--- src/rtl/fetch_pkg.sv ---
// rtl/fetch_pkg.sv - shared types and constants for the fetch controller
//
// Contents:
//   fetch_state_e    : controller states (IDLE, REQ, HOLD, HALT)
//   DEFAULT_RESET_PC : PC loaded on reset unless the top overrides it
//   PERF_W           : width of the optional performance counters
package fetch_pkg;

    typedef enum logic [1:0] {
        ST_IDLE = 2'd0,
        ST_REQ  = 2'd1,
        ST_HOLD = 2'd2,
        ST_HALT = 2'd3
    } fetch_state_e;

    localparam int unsigned DEFAULT_RESET_PC = 0;
    localparam int          PERF_W           = 32;

endpackage

--- src/rtl/fetch_ctrl_if.sv ---
// rtl/fetch_ctrl_if.sv - fetch controller bus: imem req/ack, decode valid/ready, next-PC
//
// Signals:
//   imem_req/imem_addr/imem_ack/imem_rdata : instruction-memory handshake
//   instr_valid/instr/instr_pc/instr_ready : hand-off to decode
//   next_pc/halt/resume                    : sequencing inputs from next-PC logic
//   pc                                     : architectural PC register
// Modports:
//   master : the fetch controller side
//   slave  : memory / decode / next-PC side
interface fetch_ctrl_if #(
    parameter int ADDR_W  = 16,
    parameter int INSTR_W = 16
);
    logic               imem_req;
    logic [ADDR_W-1:0]  imem_addr;
    logic               imem_ack;
    logic [INSTR_W-1:0] imem_rdata;
    logic               instr_valid;
    logic [INSTR_W-1:0] instr;
    logic [ADDR_W-1:0]  instr_pc;
    logic               instr_ready;
    logic [ADDR_W-1:0]  next_pc;
    logic               halt;
    logic               resume;
    logic [ADDR_W-1:0]  pc;

    modport master (
        output imem_req, imem_addr, instr_valid, instr, instr_pc, pc,
        input  imem_ack, imem_rdata, instr_ready, next_pc, halt, resume
    );

    modport slave (
        input  imem_req, imem_addr, instr_valid, instr, instr_pc, pc,
        output imem_ack, imem_rdata, instr_ready, next_pc, halt, resume
    );
endinterface

--- src/rtl/fetch_perf_cnt.sv ---
// rtl/fetch_perf_cnt.sv - saturating event counter
//
// Ports:
//   clk   : clock
//   reset : synchronous active-high clear
//   inc   : count one event this cycle
//   count : current value, sticks at all-ones
module fetch_perf_cnt
    import fetch_pkg::*;
#(
    parameter int W = PERF_W
) (
    input  logic         clk,
    input  logic         reset,
    input  logic         inc,
    output logic [W-1:0] count
);

    logic [W-1:0] count_q;
    logic [W-1:0] count_d;

    always_comb begin
        count_d = count_q;
        if (inc && (count_q != {W{1'b1}})) begin
            count_d = count_q + W'(1);
        end
    end

    always_ff @(posedge clk) begin
        if (reset) begin
            count_q <= '0;
        end else begin
            count_q <= count_d;
        end
    end

    assign count = count_q;

endmodule

--- src/rtl/fetch_ctrl.sv ---
// rtl/fetch_ctrl.sv - sequential fetch controller owning the architectural PC
//
// Ports:
//   clk   : clock, all state on rising edge
//   reset : synchronous active-high
//   bus   : fetch_ctrl_if.master (imem req/ack, decode valid/ready, next_pc/halt/resume, pc)
//   perf_retired, perf_stall : present only when FETCH_CTRL_PERF_EN is defined
//
// Optional feature macro: FETCH_CTRL_PERF_EN (saturating retired/stall counters).
module fetch_ctrl
    import fetch_pkg::*;
#(
    parameter int              ADDR_W   = 16,
    parameter int              INSTR_W  = 16,
    parameter logic [ADDR_W-1:0] RESET_PC = ADDR_W'(DEFAULT_RESET_PC)
) (
    input  logic              clk,
    input  logic              reset,
    fetch_ctrl_if.master      bus
`ifdef FETCH_CTRL_PERF_EN
    ,
    output logic [PERF_W-1:0] perf_retired,
    output logic [PERF_W-1:0] perf_stall
`endif
);

    fetch_state_e       state_q, state_d;
    logic [ADDR_W-1:0]  pc_q, pc_d;
    logic [ADDR_W-1:0]  instr_pc_q, instr_pc_d;
    logic [INSTR_W-1:0] instr_q, instr_d;
    logic               imem_req_q, imem_req_d;
    logic               instr_valid_q, instr_valid_d;

    // Ack only counts while a request is actually outstanding; accept only
    // while an instruction is actually offered.
    logic ack_taken;
    logic accept;

    assign ack_taken = (state_q == ST_REQ) && bus.imem_ack;
    assign accept    = instr_valid_q && bus.instr_ready;

    always_comb begin
        state_d    = state_q;
        pc_d       = pc_q;
        instr_d    = instr_q;
        instr_pc_d = instr_pc_q;

        case (state_q)
            ST_IDLE: begin
                state_d = ST_REQ;
            end
            ST_REQ: begin
                if (ack_taken) begin
                    instr_d    = bus.imem_rdata;
                    instr_pc_d = pc_q;
                    state_d    = ST_HOLD;
                end
            end
            ST_HOLD: begin
                if (accept) begin
                    pc_d    = bus.next_pc;
                    // resume is not looked at here, so halt wins when both are high
                    state_d = bus.halt ? ST_HALT : ST_REQ;
                end
            end
            ST_HALT: begin
                if (bus.resume) begin
                    state_d = ST_REQ;
                end
            end
            default: begin
                state_d = ST_IDLE;
            end
        endcase

        // Outputs are registered: derive them from the state being entered.
        imem_req_d    = (state_d == ST_REQ);
        instr_valid_d = (state_d == ST_HOLD);
    end

    always_ff @(posedge clk) begin
        if (reset) begin
            state_q       <= ST_IDLE;
            pc_q          <= RESET_PC;
            instr_q       <= '0;
            instr_pc_q    <= '0;
            imem_req_q    <= 1'b0;
            instr_valid_q <= 1'b0;
        end else begin
            state_q       <= state_d;
            pc_q          <= pc_d;
            instr_q       <= instr_d;
            instr_pc_q    <= instr_pc_d;
            imem_req_q    <= imem_req_d;
            instr_valid_q <= instr_valid_d;
        end
    end

    assign bus.imem_req    = imem_req_q;
    assign bus.imem_addr   = pc_q;
    assign bus.instr_valid = instr_valid_q;
    assign bus.instr       = instr_q;
    assign bus.instr_pc    = instr_pc_q;
    assign bus.pc          = pc_q;

`ifdef FETCH_CTRL_PERF_EN
    logic stall_evt;

    assign stall_evt = ((state_q == ST_REQ)  && !bus.imem_ack) ||
                       ((state_q == ST_HOLD) && !bus.instr_ready);

    fetch_perf_cnt #(.W(PERF_W)) u_retired (
        .clk   (clk),
        .reset (reset),
        .inc   (accept),
        .count (perf_retired)
    );

    fetch_perf_cnt #(.W(PERF_W)) u_stall (
        .clk   (clk),
        .reset (reset),
        .inc   (stall_evt),
        .count (perf_stall)
    );
`endif

endmodule

--- src/flat_wrapper.sv ---
// flat-port wrapper written by rule: the top's interface ports become plain ports
module fetch_ctrl_flat import fetch_pkg::*;
#(
    parameter int              ADDR_W   = 16,
    parameter int              INSTR_W  = 16,
    parameter logic [ADDR_W-1:0] RESET_PC = ADDR_W'(DEFAULT_RESET_PC)
)
  (clk, reset, bus_imem_req, bus_imem_addr, bus_instr_valid, bus_instr, bus_instr_pc, bus_pc, bus_imem_ack, bus_imem_rdata, bus_instr_ready, bus_next_pc, bus_halt, bus_resume);
  fetch_ctrl_if #(.ADDR_W(ADDR_W), .INSTR_W(INSTR_W)) bus_i ();
  input  logic clk;
  input  logic reset;
  output wire logic [$bits(bus_i.imem_req)-1:0] bus_imem_req;
  output wire logic [$bits(bus_i.imem_addr)-1:0] bus_imem_addr;
  output wire logic [$bits(bus_i.instr_valid)-1:0] bus_instr_valid;
  output wire logic [$bits(bus_i.instr)-1:0] bus_instr;
  output wire logic [$bits(bus_i.instr_pc)-1:0] bus_instr_pc;
  output wire logic [$bits(bus_i.pc)-1:0] bus_pc;
  input wire logic [$bits(bus_i.imem_ack)-1:0] bus_imem_ack;
  input wire logic [$bits(bus_i.imem_rdata)-1:0] bus_imem_rdata;
  input wire logic [$bits(bus_i.instr_ready)-1:0] bus_instr_ready;
  input wire logic [$bits(bus_i.next_pc)-1:0] bus_next_pc;
  input wire logic [$bits(bus_i.halt)-1:0] bus_halt;
  input wire logic [$bits(bus_i.resume)-1:0] bus_resume;
  assign bus_imem_req = bus_i.imem_req;
  assign bus_imem_addr = bus_i.imem_addr;
  assign bus_instr_valid = bus_i.instr_valid;
  assign bus_instr = bus_i.instr;
  assign bus_instr_pc = bus_i.instr_pc;
  assign bus_pc = bus_i.pc;
  assign bus_i.imem_ack = bus_imem_ack;
  assign bus_i.imem_rdata = bus_imem_rdata;
  assign bus_i.instr_ready = bus_instr_ready;
  assign bus_i.next_pc = bus_next_pc;
  assign bus_i.halt = bus_halt;
  assign bus_i.resume = bus_resume;
  fetch_ctrl #(.ADDR_W(ADDR_W), .INSTR_W(INSTR_W), .RESET_PC(RESET_PC)) u_core (.clk(clk), .reset(reset), .bus(bus_i));
endmodule
--- config.mk ---
export PLATFORM = sky130hd
export DESIGN_NAME = fetch_ctrl_flat
export DESIGN_NICKNAME = d
export VERILOG_FILES = /design/src/rtl/fetch_pkg.sv /design/src/rtl/fetch_ctrl_if.sv /design/src/rtl/fetch_perf_cnt.sv /design/src/rtl/fetch_ctrl.sv /design/src/flat_wrapper.sv
export SDC_FILE = /design/constraint.sdc
export NUM_CORES = 1
export LEC_CHECK = 0
export ABC_AREA = 1
export CORE_AREA = 3 3 74 76
export DETAILED_ROUTE_END_ITERATION = 7
export DIE_AREA = 0 0 77 79
export PLACE_DENSITY = 0.8
export RECOVER_POWER = 50
export SLEW_MARGIN = 20
export SYNTH_ARGS = -nofsm -noshare
export SYNTH_HDL_FRONTEND = slang
export SYNTH_HIERARCHICAL = 1
export SYNTH_SLANG_ARGS = --single-unit
--- constraint.sdc ---
create_clock -name clk -period 2.6 [get_ports clk]
set_input_delay 0.52 -clock clk [delete_from_list [all_inputs] [get_ports clk]]
set_output_delay 0.52 -clock clk [all_outputs]
set_load 0.005 [all_outputs]
* Word level (Yosys, flattened, before mapping) *
Index checks and enable logic that the tools add are counted.

storage, ports and cells
  flip-flop bits (word level) = 52
  bits of input ports = 38
  output and inout bits = 66
  logic and storage cells = 21

operators by class
  eq/ne operators = 5
  multiplexer cells = 5
  reductions and logical operators = 5

operator list
  kind                count
  $mux 2              4
  $pmux 2 s4          1
  $eq 2x2->1 const B  3
  $eq 2x1->1 const B  2
  $reduce_and 2->1    2
  $logic_and 1x1->1   2
  $logic_not 2->1     1

* Depth between registers and ports, before layout *
  depth after elaboration = 5
  gate-level depth with buffers = 7
  mapped depth without buffers = 6

* Worst setup path after synthesis *
OpenSTA, ideal clock, no wires.

  kind = input to register
  start = input bus_instr_ready
  end = register u_core.pc_q[0] (netlist: u_core/bus.imem_addr[0])
  library setup time = 113 ps
  arrival time = 1,028 ps
  required time = 2,487 ps
  setup slack = 1,459 ps
  cell stages on the path = 6
  path buffers = 1
  path through = nand2_1 > nor2_4 > buf_6 > nand2_1 > nand2_1 > nor2_1

on the way
  cells in the longest elaborated chain, start to end = 2

RTL lines
  element                            RTL line            RTL
  from (decl)                        flat_wrapper.sv:20  input wire logic [$bits(bus_i.instr_ready)-1:0] bus_instr_ready;
  $logic_and 1x1->1                  fetch_ctrl.sv:40    assign accept = instr_valid_q && bus.instr_ready;
  $reduce_and 2->1 (no source line)  --
  to (signal assigned)               fetch_ctrl.sv:91    pc_q <= pc_d;
  to (decl)                          fetch_ctrl.sv:28    logic [ADDR_W-1:0] pc_q, pc_d;

Every way passes these cells.
A chain may end at the register's enable or synchronous reset.

* Final worst setup path *
  start = input bus_imem_ack
  end = register u_core.instr_q[7] (netlist: u_core/bus.instr[7])

on the way
  cells in the longest elaborated chain, start to end = 2

RTL lines
  element                            RTL line            RTL
  from (decl)                        flat_wrapper.sv:18  input wire logic [$bits(bus_i.imem_ack)-1:0] bus_imem_ack;
  $logic_and 1x1->1                  fetch_ctrl.sv:39    assign ack_taken = (state_q == ST_REQ) && bus.imem_ack;
  $reduce_and 2->1 (no source line)  --
  to (signal assigned)               fetch_ctrl.sv:92    instr_q <= instr_d;
  to (decl)                          fetch_ctrl.sv:30    logic [INSTR_W-1:0] instr_q, instr_d;

Every way passes these cells.

==> reports/results.tsv <==
metric	value	unit
synth_area	2060	um^2
syn_nets	315	
critPathMostFrequentCell	nor2_1	
vias_per_cell	4.24	
clock_path_buffers	2	
cts_tree	done	
synth_most_common_cell	nor2_1	
numCtsBuffers	5	
yosysUniqueCellTypes	17	
ir_drop	0.247	mV
report.final.hold_viol_count	0	
gp_congestion	0.770	
antenna_left	0	
cts_root_buf	clkbuf_8	
drtIter0Drc	86	
synth.area.top_cells	dfxtp_1 51%, nor2_1 18%, o21ai_0 7.8%	
grt_pass1_vias	1696	
grt_max_degree	35	
rr_startpoint	u_core/state_q[1]	
rows	25	
antenna_found_initial	0	
rr_worst_depth	5	
die_w	77	um
min_to	u_core/bus.instr_pc[7]	
synth_edf_count	0	
setup-violations-final	0	
diodes	0	
syn_inst	277	
syn_to_final_growth	49.4	%
fin_tns_setup	0	ns
synth_top_area_share	50.5	%
yosysWarningCount	6	
die_h	79	um
cts.clk_slew.worst_paths	0.08	ns
n_fill_cell	455	
cp.required	2.83	ns
min_path_type	flop to flop	
rsz0062_at_grt	no	
ios	104	
ys_seq_elements	52	
synth.avg_cell_area	7.43	um^2
arrival	2.15	ns
io_buffers	103	
layout-drive-gt1-share	3.89	%
pre_cts_ws	0.603	ns
worst_pin_slew	0.998	ns
grt-ovfl-total	0	
path_cells	dlygate4sd3_1 > nand3_4 > inv_1 > nor2_1 > nor2_1	
maxCapViolations	0	
cts_resized	0	
synth_common_cells	99 x nor2_1, 52 x dfxtp_1, 35 x nand2_1, 32 x o21ai_0, 20 x buf_4	
crit_slowest_cell	inv_1	
min_period_over_period	73.7	%
critPathLaunchType	primary input	
grt_pass1_wl	7950	um
core-area	4790	um^2
drc_errors	0	
htree_levels	2	
clk_latency	0.29	ns
slew_headroom	33.4	%
cts_setup_buffers	0	
path_class	primary input to flop	
slowest_delay	0.73	ns
min-delay-start	u_core/bus.instr_pc[7]	
fmax	522	MHz
slew_viol_final	0	
vias	1811	
grtUsageTotal	16.4	%
synth_largest_area_cell	dfxtp_1	
fin_ws	0.683	ns
status	finished clean	
drt-total-wl	4910	um
ys.flop_type	dfxtp_1	
min_delay_path_depth	2	
nets	398	
final_util	64.3	%
async_flop_share	0	%
timing.rr.end	u_core/bus.instr[7]	
skew	0.00624	ns
cts_hold_buffers	0	
die_area	6080	um^2
endpoint_kind	flop	
power_density	537	nW/um^2
holdWs	0.476	ns
dr.pass1.iters	4	
dp_hpwl	3540	um
period_needed	1.92	ns
crit_path_max_fanout	32	
power.leakage	1.33	nW
clock_sinks	52	
seq_area_frac_synth	50.5	%
start_util	43.0	%
r2r_slack	1.05	ns
wire_per_inst	11.5	um
power by group:
group	switching [W]	internal, W
sequential	0.0000284	0.000850
clock	0.000246	0.000238
combinational	0.000126	0.000165
cell usage in the layout (no fill, tap or decap):
cell	n
a21oi_1	1
buf_4	3
clkbuf_8	7
clkdlybuf4s50_1	67
dfxtp_1	52
dlygate4sd3_1	36
inv_1	20
inv_2	1
nand2_1	35
nand2_2	1
nand3_1	3
nand3_4	1
nor2_1	99
nor2_4	1
nor3_1	1
o21ai_0	32
worst max-delay path by stage:
stage,start,endpoint,slack [ns],cells after the start
2_1_floorplan,bus_instr_ready,u_core/bus.imem_addr[0],1.46,6
3_3_place_gp,reset,u_core/bus.instr_pc[12],0.64,5
3_5_place_dp,bus_instr_ready,u_core/bus.imem_addr[0],0.60,6
4_1_cts,u_core/bus.imem_addr[1],bus_imem_addr[1],0.82,1
5_1_grt,bus_imem_ack,u_core/bus.instr_pc[13],0.52,5
6_report,bus_imem_ack,u_core/bus.instr[7],0.68,5
critical path: cells and delay by family:
kind	cells	cell delay, ns
and+or+nand+nor	3	0.31
buffers and inverters	2	1.31
per-stage QoR:
stage / std cells / total power [W] / cell area [um^2]
CTS: 427 / 0.00169 / 3080
global placement: 420 / 0.00120 / 2980
floorplan: 277 / 0.00103 / 2060
global route: 427 / 0.00174 / 3080
finish: 427 / 0.00165 / 3080
detailed placement: 420 / 0.00121 / 2980
sequential cells by signal, summed over array words and instances (netlist names):
name                    count
u_core/bus.imem_addr       16
u_core/bus.imem_req         1
u_core/bus.instr           16
u_core/bus.instr_pc        16
u_core/bus.instr_valid      1
u_core/state_q              2
metal layers:
metal / part of all wire [%] / GRT usage [%] / wire, um
met2: 49 / 29.9 / 2420
met4: 1.1 / 6.94 / 53
met3: 4.3 / 3.29 / 211
met5: 0 / 0 / 0
met1: 45 / 18.6 / 2230
cell type report:
class / count / area (um^2) / share of cell area, %
timing repair buffer: 106 / 1050 / 34.2
clock buffer: 7 / 96.3 / 3.13
sequential: 52 / 1040 / 33.8
inverter: 21 / 78.8 / 2.56
multi-input combinational: 174 / 723 / 23.5
tap: 67 / 83.8 / 2.72
kinds of logic after synthesis:
group / share of synthesized area (%)
flops: 50.5
buf+inv: 14.3
simple gates: 27.1
compound gates: 8.02
Power figures use the tool's default switching activity.
